<file path="src/rtl/vscale_wb_arbiter.sv">
// vscale_wb_arbiter: merges pipeline writebacks with buffered mul/div results onto the regfile write port
// Ports:
//   clk, reset                 clock, async active-high reset
//   pipe_wen/wa/wd             pipeline writeback request
//   md_issue/_wa, md_issue_ready   mul/div issue handshake (blocked while destination busy)
//   md_resp_valid/wa/wd, md_resp_ready   mul/div result handshake (ready = buffer not full)
//   ra1, ra2, hazard1, hazard2 decode source addresses and busy flags
//   rf_wen/wa/wd               registered regfile write port
module vscale_wb_arbiter #(
    parameter int XPR_LEN        = 32,
    parameter int REG_ADDR_WIDTH = 5,
    parameter int MD_DEPTH       = 2
) (
    input  logic                      clk,
    input  logic                      reset,
    input  logic                      pipe_wen,
    input  logic [REG_ADDR_WIDTH-1:0] pipe_wa,
    input  logic [XPR_LEN-1:0]        pipe_wd,
    input  logic                      md_issue,
    input  logic [REG_ADDR_WIDTH-1:0] md_issue_wa,
    output logic                      md_issue_ready,
    input  logic                      md_resp_valid,
    input  logic [REG_ADDR_WIDTH-1:0] md_resp_wa,
    input  logic [XPR_LEN-1:0]        md_resp_wd,
    output logic                      md_resp_ready,
    input  logic [REG_ADDR_WIDTH-1:0] ra1,
    input  logic [REG_ADDR_WIDTH-1:0] ra2,
    output logic                      hazard1,
    output logic                      hazard2,
    output logic                      rf_wen,
    output logic [REG_ADDR_WIDTH-1:0] rf_wa,
    output logic [XPR_LEN-1:0]        rf_wd
);
    localparam int PW   = $clog2(MD_DEPTH);
    localparam int NREG = 1 << REG_ADDR_WIDTH;

    logic [REG_ADDR_WIDTH-1:0] fifo_wa_q [MD_DEPTH];
    logic [XPR_LEN-1:0]        fifo_wd_q [MD_DEPTH];
    logic [PW-1:0]             rd_ptr_q, wr_ptr_q;
    logic [PW:0]               count_q, count_d;
    logic [NREG-1:0]           busy_q, busy_d;
    logic                      rf_wen_q, rf_src_md_q;
    logic [REG_ADDR_WIDTH-1:0] rf_wa_q, rf_wa_d;
    logic [XPR_LEN-1:0]        rf_wd_q, rf_wd_d;
    logic pipe_eff, fifo_empty, md_keep, sel_fifo, sel_direct, push, pop, wen_d;

    assign pipe_eff       = pipe_wen && |pipe_wa;
    assign fifo_empty     = count_q == '0;
    assign md_resp_ready  = count_q != (PW+1)'(MD_DEPTH);
    // x0 results are accepted but never buffered or written
    assign md_keep        = md_resp_valid && md_resp_ready && |md_resp_wa;
    assign sel_fifo       = !pipe_eff && !fifo_empty;
    assign sel_direct     = !pipe_eff && fifo_empty && md_keep;
    assign push           = md_keep && !sel_direct;
    assign pop            = sel_fifo;
    assign wen_d          = pipe_eff || sel_fifo || sel_direct;
    assign count_d        = count_q + {{PW{1'b0}}, push} - {{PW{1'b0}}, pop};
    assign md_issue_ready = !busy_q[md_issue_wa];
    assign hazard1        = busy_q[ra1];
    assign hazard2        = busy_q[ra2];
    assign rf_wen         = rf_wen_q;
    assign rf_wa          = rf_wa_q;
    assign rf_wd          = rf_wd_q;

    always_comb begin
        rf_wa_d = pipe_eff ? pipe_wa : sel_fifo ? fifo_wa_q[rd_ptr_q] : md_resp_wa;
        rf_wd_d = pipe_eff ? pipe_wd : sel_fifo ? fifo_wd_q[rd_ptr_q] : md_resp_wd;
    end

    // Busy clears on the same edge the regfile absorbs the mul/div value
    always_comb begin
        busy_d = busy_q;
        if (rf_wen_q && rf_src_md_q) busy_d[rf_wa_q] = 1'b0;
        if (md_issue && md_issue_ready) busy_d[md_issue_wa] = 1'b1;
        busy_d[0] = 1'b0;
    end

    always_ff @(posedge clk or posedge reset) begin
        if (reset) begin
            rd_ptr_q    <= '0;
            wr_ptr_q    <= '0;
            count_q     <= '0;
            busy_q      <= '0;
            rf_wen_q    <= 1'b0;
            rf_src_md_q <= 1'b0;
            rf_wa_q     <= '0;
            rf_wd_q     <= '0;
        end else begin
            rd_ptr_q    <= rd_ptr_q + PW'(pop);
            wr_ptr_q    <= wr_ptr_q + PW'(push);
            count_q     <= count_d;
            busy_q      <= busy_d;
            rf_wen_q    <= wen_d;
            rf_src_md_q <= sel_fifo || sel_direct;
            if (wen_d) begin
                rf_wa_q <= rf_wa_d;
                rf_wd_q <= rf_wd_d;
            end
        end
    end

    always_ff @(posedge clk) begin
        if (push) begin
            fifo_wa_q[wr_ptr_q] <= md_resp_wa;
            fifo_wd_q[wr_ptr_q] <= md_resp_wd;
        end
    end
endmodule

</file>
<file path="config.mk">
export PLATFORM = sky130hd
export DESIGN_NAME = vscale_wb_arbiter
export DESIGN_NICKNAME = d
export VERILOG_FILES = /design/src/rtl/vscale_wb_arbiter.sv
export SDC_FILE = /design/constraint.sdc
export NUM_CORES = 1
export LEC_CHECK = 0
export BUFFER_PORTS_ARGS = -buffer_cell sky130_fd_sc_hd__buf_2
export CAP_MARGIN = 30
export CORE_ASPECT_RATIO = 0.75
export CORE_MARGIN = 2
export CORE_UTILIZATION = 51
export CTS_CLUSTER_DIAMETER = 60
export DETAILED_ROUTE_END_ITERATION = 10
export PLACE_DENSITY = 0.77
export SYNTH_ARGS = -nofsm -noshare
export SYNTH_HDL_FRONTEND = slang
export SYNTH_SLANG_ARGS = --single-unit
export TNS_END_PERCENT = 50
</file>
<file path="constraint.sdc">
create_clock -name clk -period 2.4 [get_ports clk]
set_input_delay 0.12 -clock clk [delete_from_list [all_inputs] [get_ports clk]]
set_output_delay 0.12 -clock clk [all_outputs]
set_load 0.02 [all_outputs]
</file>
==> impl_metrics.yaml, run 1 <==
status:
  status: "completed"
worst_setup_path:
  setup.worst_path.class: "reg2out"
  timing.critical_path.from_type: "flip-flop"
  worst-endpoint-required_ps: 2280
  timing.critical_path.to_type: "output pin"
  logic_depth_of_the_worst_register_to_register_path: 6
  timing.critical_path.fanout_max: 4
  critical_path_arrival_ps: 2120
finish:
  final.fill_count: 1064
  fin_nets: 954
  post-route-cell-area_um2: 9580
  finalCoreUtilization_pct: 66.5
  layout-drive-gt1-share_pct: 25.1
  final-instance-count-excl-fill: 1070
  areaGrowthSynthToFinish_pct: 28.3
clock_tree:
  tritoncts: "yes"
  cts_num_sinks: 148
  clk_latency_ps: 430
  postCtsSetupRepairBufs: 0
  cts_repair_resize_count: 0
  clkSlewWorstSetupHoldPaths_ps: 60
  clock_tree.root_cell: "sky130_fd_sc_hd__clkbuf_16"
  cts_inserted_buffers: 17
  cts_max_path_buffers: 2
  maximum_level_of_the_cts_h_tree: 4
logic_synthesis:
  synth-edff-count: 74
  synth_cells: 668
  synth.distinct_cells: 49
  synthFlopType: "sky130_fd_sc_hd__edfxtp_1"
  syn-num-nets: 766
  syn-cell-area_um2: 7470
  synth_warnings: 0
  ys_seq_elements: 148
  yosysTopAreaCell: "sky130_fd_sc_hd__edfxtp_1"
  synth.top_cell.area_share_pct: 29.7
  synth-async-reset-ratio_pct: 50.0
  synthTopCellsByArea: "sky130_fd_sc_hd__edfxtp_1 (30%), sky130_fd_sc_hd__dfrtp_1 (25%), sky130_fd_sc_hd__mux2i_1 (7.8%)"
  postSynthAreaPerCell_um2: 11.2
  seq_area_frac_synth_pct: 54.5
power_and_ir_drop:
  worst_ir_drop_vdd_uv: 686
  total_power_mw: 10.6
  leak_pwr_nw: 3.77
  p_per_area_nw_per_um2: 1110
floorplan:
  core_um2: 14400
  std_cell_rows: 38
  design.die.area_um2: 15600
  die_h_um: 109
  width_of_the_die_um: 144
  floorplan.initialDensity_pct: 51.9
  io_pins: 136
detailed_routing:
  dr_vias: 6518
  drt-vias-per-instance: 6.09
  residual_drc_count: 0
  drt_initial_violations: 630
  routed_wirelength_mm: 21.1
  drt_pre_antenna_iters: 5
  wl_per_cell_um: 19.7
  detail-route-antenna-nets: 0
timing:
  fmax_mhz: 447
  totalNegativeSetupSlack_ps: 0
  layout_min_cycle_time_ps: 2240
  final_min_period_over_clock_period_pct: 93.3
  timing.final.setup_violations: 0
  timing.slew.headroom_pct: 35.4
  fin_ws_ps: 160
  finalHoldViolations: 0
  worstMarginPinSlew_ps: 969
  rsz_0062_raised_after_global_routing: "no"
  finalHoldWorstSlack_ps: 22.8
  clock-skew-final_ps: 4.82
  finalMaxSlewViolations: 0
global_routing:
  grt_pass1_wl_mm: 33.4
  grt_remaining_overflow: 0
  first_global_vias: 6486
  grt_start_max_net_pins: 50
  antenna_violations_before_repair: 1
  track_usage_pct: 28.0
min_path:
  min_path_type: "in2reg"
  min_path_cells: 3
place:
  placed_cells: 962
  port_buffers: 135
  place.detailed.hpwl_mm: 13.7
  post_dp_cell_area_um2: 8270
  post-place-ws_ps: 306
  place.gp.congestion: 0.929
flow_run:
  max_cap_violations: 0
==> per-layer routing <==
metal  track usage (%)  share of wire, %
met1              37.9                41
met2              44.1                47
met3              7.07               9.1
met4              10.3               2.3
met5                 0                 0
==> worst paths after layout <==
| check | startpoint | end | slack, ps |
|---|---|---|---|
| setup / recovery | busy_q[27]$_DFF_PP0_ | md_issue_ready | 160 |
| hold / removal | pipe_wen | rf_wa[1]$_DFFE_PP0P_ | 20 |
| setup reg to reg | count_q[1]$_DFF_PP0_ | rf_wd[30]$_DFFE_PP0P_ | 350 |
| hold reg to reg | rf_wd[15]$_DFFE_PP0P_ | rf_wd[15]$_DFFE_PP0P_ | 590 |
| max in group asynchronous | reset | busy_q[3]$_DFF_PP0_ | 1500 |
| min in group asynchronous | reset | busy_q[10]$_DFF_PP0_ | 250 |
==> area by class of cell <==
cell class	instances	area, um2	area share (%)
Antenna cell	1	2.50	0.0261
Clock buffer	17	425	4.44
Clock inverter	15	133	1.38
Inverter	6	22.5	0.235
Multi-Input combinational cell	459	3120	32.5
Sequential cell	148	4080	42.5
Tap cell	200	250	2.61
Timing Repair Buffer	224	1560	16.2
==> sequential cells by signal, indices dropped and copies added, names as in the netlist <==
signal	cells
rf_src_md_q	1
fifo_wa_q	10
rf_wen	1
rd_ptr_q	1
wr_ptr_q	1
rf_wd	32
count_q	2
rf_wa	5
busy_q	31
fifo_wd_q	64
==> where the power goes <==
group	total [mW]	switching (mW)	internal (mW)	leakage, nW
sequential	4.18	0.677	3.51	1.51
combinational	3.94	2.35	1.60	1.98
clock	2.52	1.15	1.37	0.272
==> placed cells by master (no fill, tap or decap), types with 3 or more instances in the layout <==
master and n:
sky130_fd_sc_hd__buf_2 135, sky130_fd_sc_hd__dlygate4sd3_1 75, sky130_fd_sc_hd__edfxtp_1 74, sky130_fd_sc_hd__dfrtp_1 73
sky130_fd_sc_hd__a21oi_1 67, sky130_fd_sc_hd__o21ai_0 64, sky130_fd_sc_hd__mux2i_1 58, sky130_fd_sc_hd__nor2_1 39
sky130_fd_sc_hd__nor3_1 34, sky130_fd_sc_hd__o21ai_1 33, sky130_fd_sc_hd__a31oi_1 32, sky130_fd_sc_hd__nand2_1 17
sky130_fd_sc_hd__clkbuf_16 17, sky130_fd_sc_hd__mux4_2 12, sky130_fd_sc_hd__buf_4 12, sky130_fd_sc_hd__nand3_1 10
sky130_fd_sc_hd__nand3b_1 9, sky130_fd_sc_hd__mux2_2 8, sky130_fd_sc_hd__inv_6 8, sky130_fd_sc_hd__nand2b_1 5
sky130_fd_sc_hd__or3_1 5, sky130_fd_sc_hd__or3b_2 5, sky130_fd_sc_hd__inv_1 5, sky130_fd_sc_hd__o311ai_1 4
sky130_fd_sc_hd__a2bb2oi_1 4, sky130_fd_sc_hd__or3b_1 4, sky130_fd_sc_hd__nor2b_1 4, sky130_fd_sc_hd__o32ai_1 4
sky130_fd_sc_hd__a221oi_1 3, sky130_fd_sc_hd__o21a_1 3, sky130_fd_sc_hd__o22ai_1 3, sky130_fd_sc_hd__or4_1 3
sky130_fd_sc_hd__inv_8 3
==> synthesized netlist by cell type (2+ instances only) <==
cell type and count:
sky130_fd_sc_hd__o21ai_0 64, sky130_fd_sc_hd__nand4b_1 2, sky130_fd_sc_hd__o22ai_1 3, sky130_fd_sc_hd__o21ai_2 2
sky130_fd_sc_hd__buf_2 14, sky130_fd_sc_hd__xnor2_1 2, sky130_fd_sc_hd__ha_1 4, sky130_fd_sc_hd__nor2b_1 4
sky130_fd_sc_hd__nand3_1 10, sky130_fd_sc_hd__o2111ai_1 2, sky130_fd_sc_hd__mux2_1 2, sky130_fd_sc_hd__o41ai_1 2
sky130_fd_sc_hd__a221oi_1 3, sky130_fd_sc_hd__o21a_1 3, sky130_fd_sc_hd__a31oi_1 32, sky130_fd_sc_hd__nand2_1 17
sky130_fd_sc_hd__nand3b_1 9, sky130_fd_sc_hd__mux2_2 8, sky130_fd_sc_hd__a2bb2oi_1 4, sky130_fd_sc_hd__or3_1 5
sky130_fd_sc_hd__mux2i_1 58, sky130_fd_sc_hd__or4_1 3, sky130_fd_sc_hd__o21ai_1 33, sky130_fd_sc_hd__buf_6 7
sky130_fd_sc_hd__buf_4 2, sky130_fd_sc_hd__clkbuf_1 28, sky130_fd_sc_hd__nor3_1 34, sky130_fd_sc_hd__buf_1 4
sky130_fd_sc_hd__o311ai_1 4, sky130_fd_sc_hd__mux4_2 12, sky130_fd_sc_hd__nand2b_1 5, sky130_fd_sc_hd__or4_4 2
sky130_fd_sc_hd__a21oi_1 67, sky130_fd_sc_hd__dfrtp_1 74, sky130_fd_sc_hd__inv_1 6, sky130_fd_sc_hd__edfxtp_1 74
sky130_fd_sc_hd__nor2_1 40, sky130_fd_sc_hd__or3b_1 4, sky130_fd_sc_hd__or3b_2 5, sky130_fd_sc_hd__o32ai_1 4
sky130_fd_sc_hd__a32o_1 2
==> worst max-delay path: stages (launching register included) <==
cell                       delay, ps
sky130_fd_sc_hd__dfrtp_1         440
sky130_fd_sc_hd__mux4_2          510
sky130_fd_sc_hd__mux2i_1         150
sky130_fd_sc_hd__o22ai_1          90
sky130_fd_sc_hd__a311oi_1        270
sky130_fd_sc_hd__buf_2           230
==> cell families (layout without fill, tap and decap cells) <==
family | count (synthesis) | after routing | synth area share, %
AO/OA/AOI/OAI | 228 | 228 | 17.3
XOR/XNOR | 3 | 3 | 0.352
adder cells (fa/ha/maj) | 4 | 4 | 0.670
buffers and inverters | 61 | 262 | 4.10
flip-flops | 148 | 148 | 54.5
multiplexers | 80 | 80 | 12.9
other | 0 | 1 | 0
AND/OR/NAND/NOR | 144 | 144 | 10.2
==> timing repair <==
action | in CTS | in global routing
hold buffers | 75 | 0
hold endpoints to repair | 129 | 0
setup endpoints to repair | 0 | 0
Note: power is estimated with default switching activity, not from simulation.
==> inputs of run 2 (changes only) <==
==> constraint.sdc (replaced) <==
create_clock -name clk -period 1.9 [get_ports clk]
set_input_delay 0.095 -clock clk [delete_from_list [all_inputs] [get_ports clk]]
set_output_delay 0.095 -clock clk [all_outputs]
set_load 0.02 [all_outputs]
==> impl_metrics.yaml, run 2 (synthesis results as in run 1) <==
status:
  status: "finished, violations left"
  violations: "negative setup slack"
finish:
  final.fill_count: 1026
  n_antenna_cell: 0
  commonest_cells_after_routing_fill_and_taps_aside: "sky130_fd_sc_hd__buf_2 (133), sky130_fd_sc_hd__edfxtp_1 (74), sky130_fd_sc_hd__dlygate4sd3_1 (74)"
  finalCoreUtilization_pct: 68.1
  fin_nets: 970
  layout_commonest_cell: "sky130_fd_sc_hd__buf_2"
  areaGrowthSynthToFinish_pct: 31.3
  post-route-cell-area_um2: 9810
  largest_reg_flops: 64
  layout-drive-gt1-share_pct: 27.0
  register_ranked_first_by_flip_flop_count: "fifo_wd_q"
global_routing:
  grt_remaining_overflow: 0
  track_usage_pct: 29.7
  grt_pass1_wl_mm: 35.6
  grt_start_max_net_pins: 65
  first_global_vias: 6806
  antenna_violations_before_repair: 0
clock_tree:
  maximum_level_of_the_cts_h_tree: 4
  clkSlewWorstSetupHoldPaths_ps: 60
  cts_num_sinks: 148
  clk_latency_ps: 420
  cts_max_path_buffers: 2
  tritoncts: "yes"
  cts_inserted_buffers: 17
  clock_tree.root_cell: "sky130_fd_sc_hd__clkbuf_16"
detailed_routing:
  dr_vias: 6721
  routed_wirelength_mm: 22.4
  drt_initial_violations: 609
  wl_per_cell_um: 20.7
  residual_drc_count: 0
  drt_pre_antenna_iters: 7
  detail-route-antenna-nets: 0
  drt-vias-per-instance: 6.20
floorplan:
  io_pins: 136
  floorplan.initialDensity_pct: 51.9
  design.die.area_um2: 15600
  die_h_um: 109
  core_um2: 14400
  std_cell_rows: 38
  width_of_the_die_um: 144
timing:
  timing.final.setup_violations: 3
  finalMaxSlewViolations: 0
  finalHoldViolations: 0
  layout_min_cycle_time_ps: 2100
  timing.slew.headroom_pct: 45.2
  totalNegativeSetupSlack_ps: -423
  clock-skew-final_ps: 14.2
  fmax_mhz: 476
  worstMarginPinSlew_ps: 820
  fin_ws_ps: -200
  final_min_period_over_clock_period_pct: 111
  rsz_0062_raised_after_global_routing: "yes"
place:
  post-place-ws_ps: -29.9
  port_buffers: 135
  place.detailed.hpwl_mm: 14.2
  post_dp_cell_area_um2: 8400
  place.gp.congestion: 0.968
worst_setup_path:
  critical_path_arrival_ps: 2010
  capture_point_of_the_worst_reg_to_reg_path: "busy_q[21]$_DFF_PP0_"
  slowest_stage: "sky130_fd_sc_hd__mux4_2"
  worst-endpoint-required_ps: 1800
  worst_path_dominant_cell_family: "multiplexers"
  cell_by_cell_listing_of_the_critical_path: "mux4_2, mux2i_1, o22ai_1, a311oi_1, buf_2"
  timing.critical_path.to_type: "output pin"
  r2r_start: "busy_q[21]$_DFF_PP0_"
  path_buf_inv: 1
  timing.critical_path.fanout_max: 5
  setup.worst_path.class: "reg2out"
  timing.critical_path.from_type: "flip-flop"
  rrSetupSlack_ps: 230
  logic_depth_of_the_worst_register_to_register_path: 4
  timing.critical_path.slowest_cell_delay_ps: 490
min_path:
  min_path_cells: 3
  hold-path-endpoint: "rf_wa[0]$_DFFE_PP0P_"
  min_path_type: "in2reg"
  hold_path_startpoint: "pipe_wa[0]"
power_and_ir_drop:
  p_per_area_nw_per_um2: 1420
  total_power_mw: 13.9
  worst_ir_drop_vdd_uv: 915
  leak_pwr_nw: 3.90
flow_run:
  max_cap_violations: 0
==> run 2: worst max-delay path by stage <==
stage	from	endpoint	slack (ps)	cells after the start
after floorplan	count_q[1]$_DFF_PP0_	fifo_wa_q[0][0]$_DFFE_PP_	-70	5
after global placement	pipe_wa[1]	count_q[1]$_DFF_PP0_	20	9
after detailed placement	pipe_wa[1]	count_q[1]$_DFF_PP0_	-30	10
after CTS	busy_q[7]$_DFF_PP0_	md_issue_ready	-180	5
after global routing	busy_q[27]$_DFF_PP0_	md_issue_ready	-380	5
final	busy_q[22]$_DFF_PP0_	md_issue_ready	-200	5
==> run 2: timing repair <==
action,4_1_cts,5_1_grt
setup endpoints to repair,3,3
hold buffers,74,0
setup buffers,7,0
pin swaps,5,0
resized for setup,11,0
endpoints found under the hold margin,141,0
==> run 2: per-layer routing <==
metal,track usage [%],vias up,part of all wire (%),routed length (um)
met5,0,-,0,0
met4,12.3,0,2.8,620
met3,7.03,67,10,2230
met2,46.8,429,47,10600
met1,40.0,3258,40,8960
li1,-,2967,-,-
==> run 2: where the power goes <==
part,internal [mW],switching (mW),total [mW]
clock network,1.98,1.25,3.23
logic,2.26,3.18,5.44
registers,4.43,0.805,5.23
total,8.67,5.24,13.9
==> run 2: cell type report <==
class                      count  area, um2  share of cell area, %
timing repair buffer         240       1730                   17.7
inverter                       6       26.3                  0.268
clock inverter                 8       73.8                  0.753
sequential                   148       4080                   41.6
tap                          200        250                   2.55
clock buffer                  23        500                   5.10
multi-input combinational    459       3150                   32.1
==> run 2: worst min-delay path, stage by stage <==
cell	delay, ps
sky130_fd_sc_hd__buf_2	140
sky130_fd_sc_hd__nand2_1	70
sky130_fd_sc_hd__o21ai_1	70
==> run 2: through the flow <==
stage                     instances  hold WS, ps
final                          1084         16.6
after floorplan                 668          194
after global placement          972          267
after global routing           1084         9.96
after CTS                      1084        0.337
after detailed placement        972          283
==> inputs of run 3 (changes only) <==
--- a/config.mk
+++ b/config.mk
@@ -12,6 +12,8 @@
 export CORE_UTILIZATION = 51
 export CTS_CLUSTER_DIAMETER = 60
 export DETAILED_ROUTE_END_ITERATION = 10
+export GPL_TIMING_DRIVEN = 0
+export HOLD_SLACK_MARGIN = 0.15
 export PLACE_DENSITY = 0.77
 export SYNTH_ARGS = -nofsm -noshare
 export SYNTH_HDL_FRONTEND = slang
==> impl_metrics.yaml, run 3 (synthesis results as in run 1) <==
clock_tree:
  cts_max_path_buffers: 2
  cts_num_sinks: 148
  clkSlewWorstSetupHoldPaths_ps: 60
  maximum_level_of_the_cts_h_tree: 4
  clock_tree.root_cell: "sky130_fd_sc_hd__clkbuf_16"
  clk_latency_ps: 430
  tritoncts: "yes"
  cts_inserted_buffers: 17
power_and_ir_drop:
  power_switching_mw: 5.55
  power_frac_seq_pct: 36.5
  power_switching_share_pct: 38.5
  power_frac_comb_pct: 39.6
  intPower_mw: 8.88
  leak_pwr_nw: 3.97
  worst_ir_drop_vdd_uv: 935
  p_per_area_nw_per_um2: 1440
  total_power_mw: 14.4
  p_clk_share_pct: 23.9
worst_setup_path:
  timing.critical_path.slowest_cell_delay_ps: 520
  r2r_start: "rd_ptr_q$_DFF_PP0_"
  capture_point_of_the_worst_reg_to_reg_path: "rf_wd[19]$_DFFE_PP0P_"
  logic_depth_of_the_worst_register_to_register_path: 5
  worst-endpoint-required_ps: 1800
  timing.critical_path.fanout_max: 4
  timing.critical_path.from_type: "flip-flop"
  path_buf_inv: 1
  cell_by_cell_listing_of_the_critical_path: "mux4_2, mux2i_1, o22ai_1, a311oi_1, buf_2"
  setup.worst_path.class: "reg2out"
  worst-path-stages: 5
  slowest_stage: "sky130_fd_sc_hd__mux4_2"
  timing.critical_path.to_type: "output pin"
  rrSetupSlack_ps: 60
  critical_path_arrival_ps: 2140
  worst_path_dominant_cell_family: "multiplexers"
global_routing:
  grt_remaining_overflow: 0
  antenna_violations_before_repair: 1
  grt_pass1_wl_mm: 36.8
  globalRouteMet2Util_pct: 51.1
  grt_util_met1_pct: 41.7
  met3_usage_pct: 6.63
  grt_start_max_net_pins: 40
  first_global_vias: 6908
  grt-busiest-layer: "met2"
  track_usage_pct: 31.4
place:
  place.gp.congestion: 0.940
  place.detailed.hpwl_mm: 14.9
  post-place-ws_ps: -589
  port_buffers: 130
timing:
  clock-skew-final_ps: 7.10
  final_min_period_over_clock_period_pct: 117
  fmax_mhz: 448
  finalHoldViolations: 0
  layout_min_cycle_time_ps: 2230
  worstMarginPinSlew_ps: 855
  timing.final.setup_violations: 3
  rsz_0062_raised_after_global_routing: "yes"
  fin_ws_ps: -332
  finalMaxSlewViolations: 0
  timing.slew.headroom_pct: 42.9
detailed_routing:
  residual_drc_count: 0
  wl_per_cell_um: 21.6
  routed_wirelength_mm: 24.2
  detail-route-antenna-nets: 0
  dr_vias: 7006
  drt_pre_antenna_iters: 7
  drt_initial_violations: 831
  drt-vias-per-instance: 6.26
status:
  violations: "negative setup slack"
  status: "finished, violations left"
flow_run:
  max_cap_violations: 0
min_path:
  min_path_cells: 4
  min_path_type: "in2reg"
  hold_path_startpoint: "md_resp_valid"
  hold-path-endpoint: "rf_wen$_DFF_PP0_"
finish:
  fin_nets: 1004
  layout-drive-gt1-share_pct: 26.6
  finalCoreUtilization_pct: 69.7
  final.fill_count: 1017
  register_ranked_first_by_flip_flop_count: "fifo_wd_q"
  layout_commonest_cell: "sky130_fd_sc_hd__buf_2"
  areaGrowthSynthToFinish_pct: 34.3
  largest_reg_flops: 64
  commonest_cells_after_routing_fill_and_taps_aside: "sky130_fd_sc_hd__buf_2 (141), sky130_fd_sc_hd__dlygate4sd3_1 (80), sky130_fd_sc_hd__edfxtp_1 (74)"
floorplan:
  core_um2: 14400
  width_of_the_die_um: 144
  floorplan.initialDensity_pct: 51.9
  design.die.area_um2: 15600
  die_h_um: 109
  std_cell_rows: 38
  io_pins: 136
-- run 3: cell types whose count changed in the layout (fill, tap and decap cells not counted), moves of 3 or more --
cell,previous run,this run
sky130_fd_sc_hd__clkbuf_1,3,27
sky130_fd_sc_hd__buf_2,133,141
sky130_fd_sc_hd__clkinv_2,4,1
sky130_fd_sc_hd__buf_6,1,14
sky130_fd_sc_hd__dlygate4sd3_1,74,80
sky130_fd_sc_hd__buf_12,6,1
sky130_fd_sc_hd__buf_4,26,7
sky130_fd_sc_hd__clkbuf_4,0,3
-- run 3: layout make-up --
type                       count  area, um2  share of cell area [%]
antenna                        1       2.50                  0.0249
inverter                       6       26.3                   0.262
timing repair buffer         220       1590                    15.8
multi-input combinational    459       3160                    31.5
clock buffer                  27        557                    5.55
sequential                   148       4080                    40.6
tap                          200        250                    2.49
buffer                        54        312                    3.10
clock inverter                 5       58.8                   0.586
-- run 3: power by group through the flow --
stage | combinational (mW) | sequential, mW | clock [mW]
final | 5.71 | 5.27 | 3.45
after global routing | 6.11 | 5.32 | 3.59
after CTS | 5.37 | 5.18 | 3.44
after detailed placement | 4.97 | 5.24 | 0
after global placement | 4.81 | 5.15 | 0
after floorplan | 3.20 | 5.29 | 0
-- run 3: worst register-to-register path, cell delays in order, from the launching register on --
cell,delay (ps)
sky130_fd_sc_hd__dfrtp_1,330
sky130_fd_sc_hd__clkbuf_1,590
sky130_fd_sc_hd__mux2i_1,240
sky130_fd_sc_hd__a21oi_1,220
sky130_fd_sc_hd__o21ai_0,130
sky130_fd_sc_hd__a21oi_1,220
-- run 3: what timing repair did --
| action | 4_1_cts | 5_1_grt |
|---|---|---|
| gates resized for setup | 12 | 30 |
| pin swaps | 2 | 9 |
| hold endpoints to repair | 152 | 0 |
| setup endpoints to repair | 115 | 94 |
| hold buffers | 80 | 0 |
| buffers inserted | 8 | 1 |
-- run 3: per-stage QoR --
stage / area [um2] / std cells / hold WS [ps] / TNS [ps]
after floorplan: 7480 / 668 / 194 / -5120
after global placement: 8380 / 998 / 299 / -42450
after detailed placement: 8400 / 999 / 291 / -45610
after CTS: 9960 / 1119 / 190 / -728
after global routing: 10000 / 1120 / 252 / -685
final: 10000 / 1120 / 226 / -487
-- run 3: per-layer routing --
layer / share of wire (%) / wire length [um]
met3: 9.4 / 2280
met1: 40 / 9600
met2: 48 / 11500
met4: 3.4 / 823
met5: 0 / 0
-- run 3: how the worst max path moves through the flow --
stage                     slack [ps]                    endpoint                  from
final                           -330              md_issue_ready  busy_q[19]$_DFF_PP0_
after global placement          -560  fifo_wd_q[0][20]$_DFFE_PP_         md_resp_wa[0]
after floorplan                  -70   fifo_wa_q[0][0]$_DFFE_PP_  count_q[1]$_DFF_PP0_
after global routing            -360              md_issue_ready  busy_q[19]$_DFF_PP0_
after detailed placement        -590  fifo_wd_q[0][25]$_DFFE_PP_         md_resp_wa[2]
after CTS                       -280              md_issue_ready  busy_q[19]$_DFF_PP0_
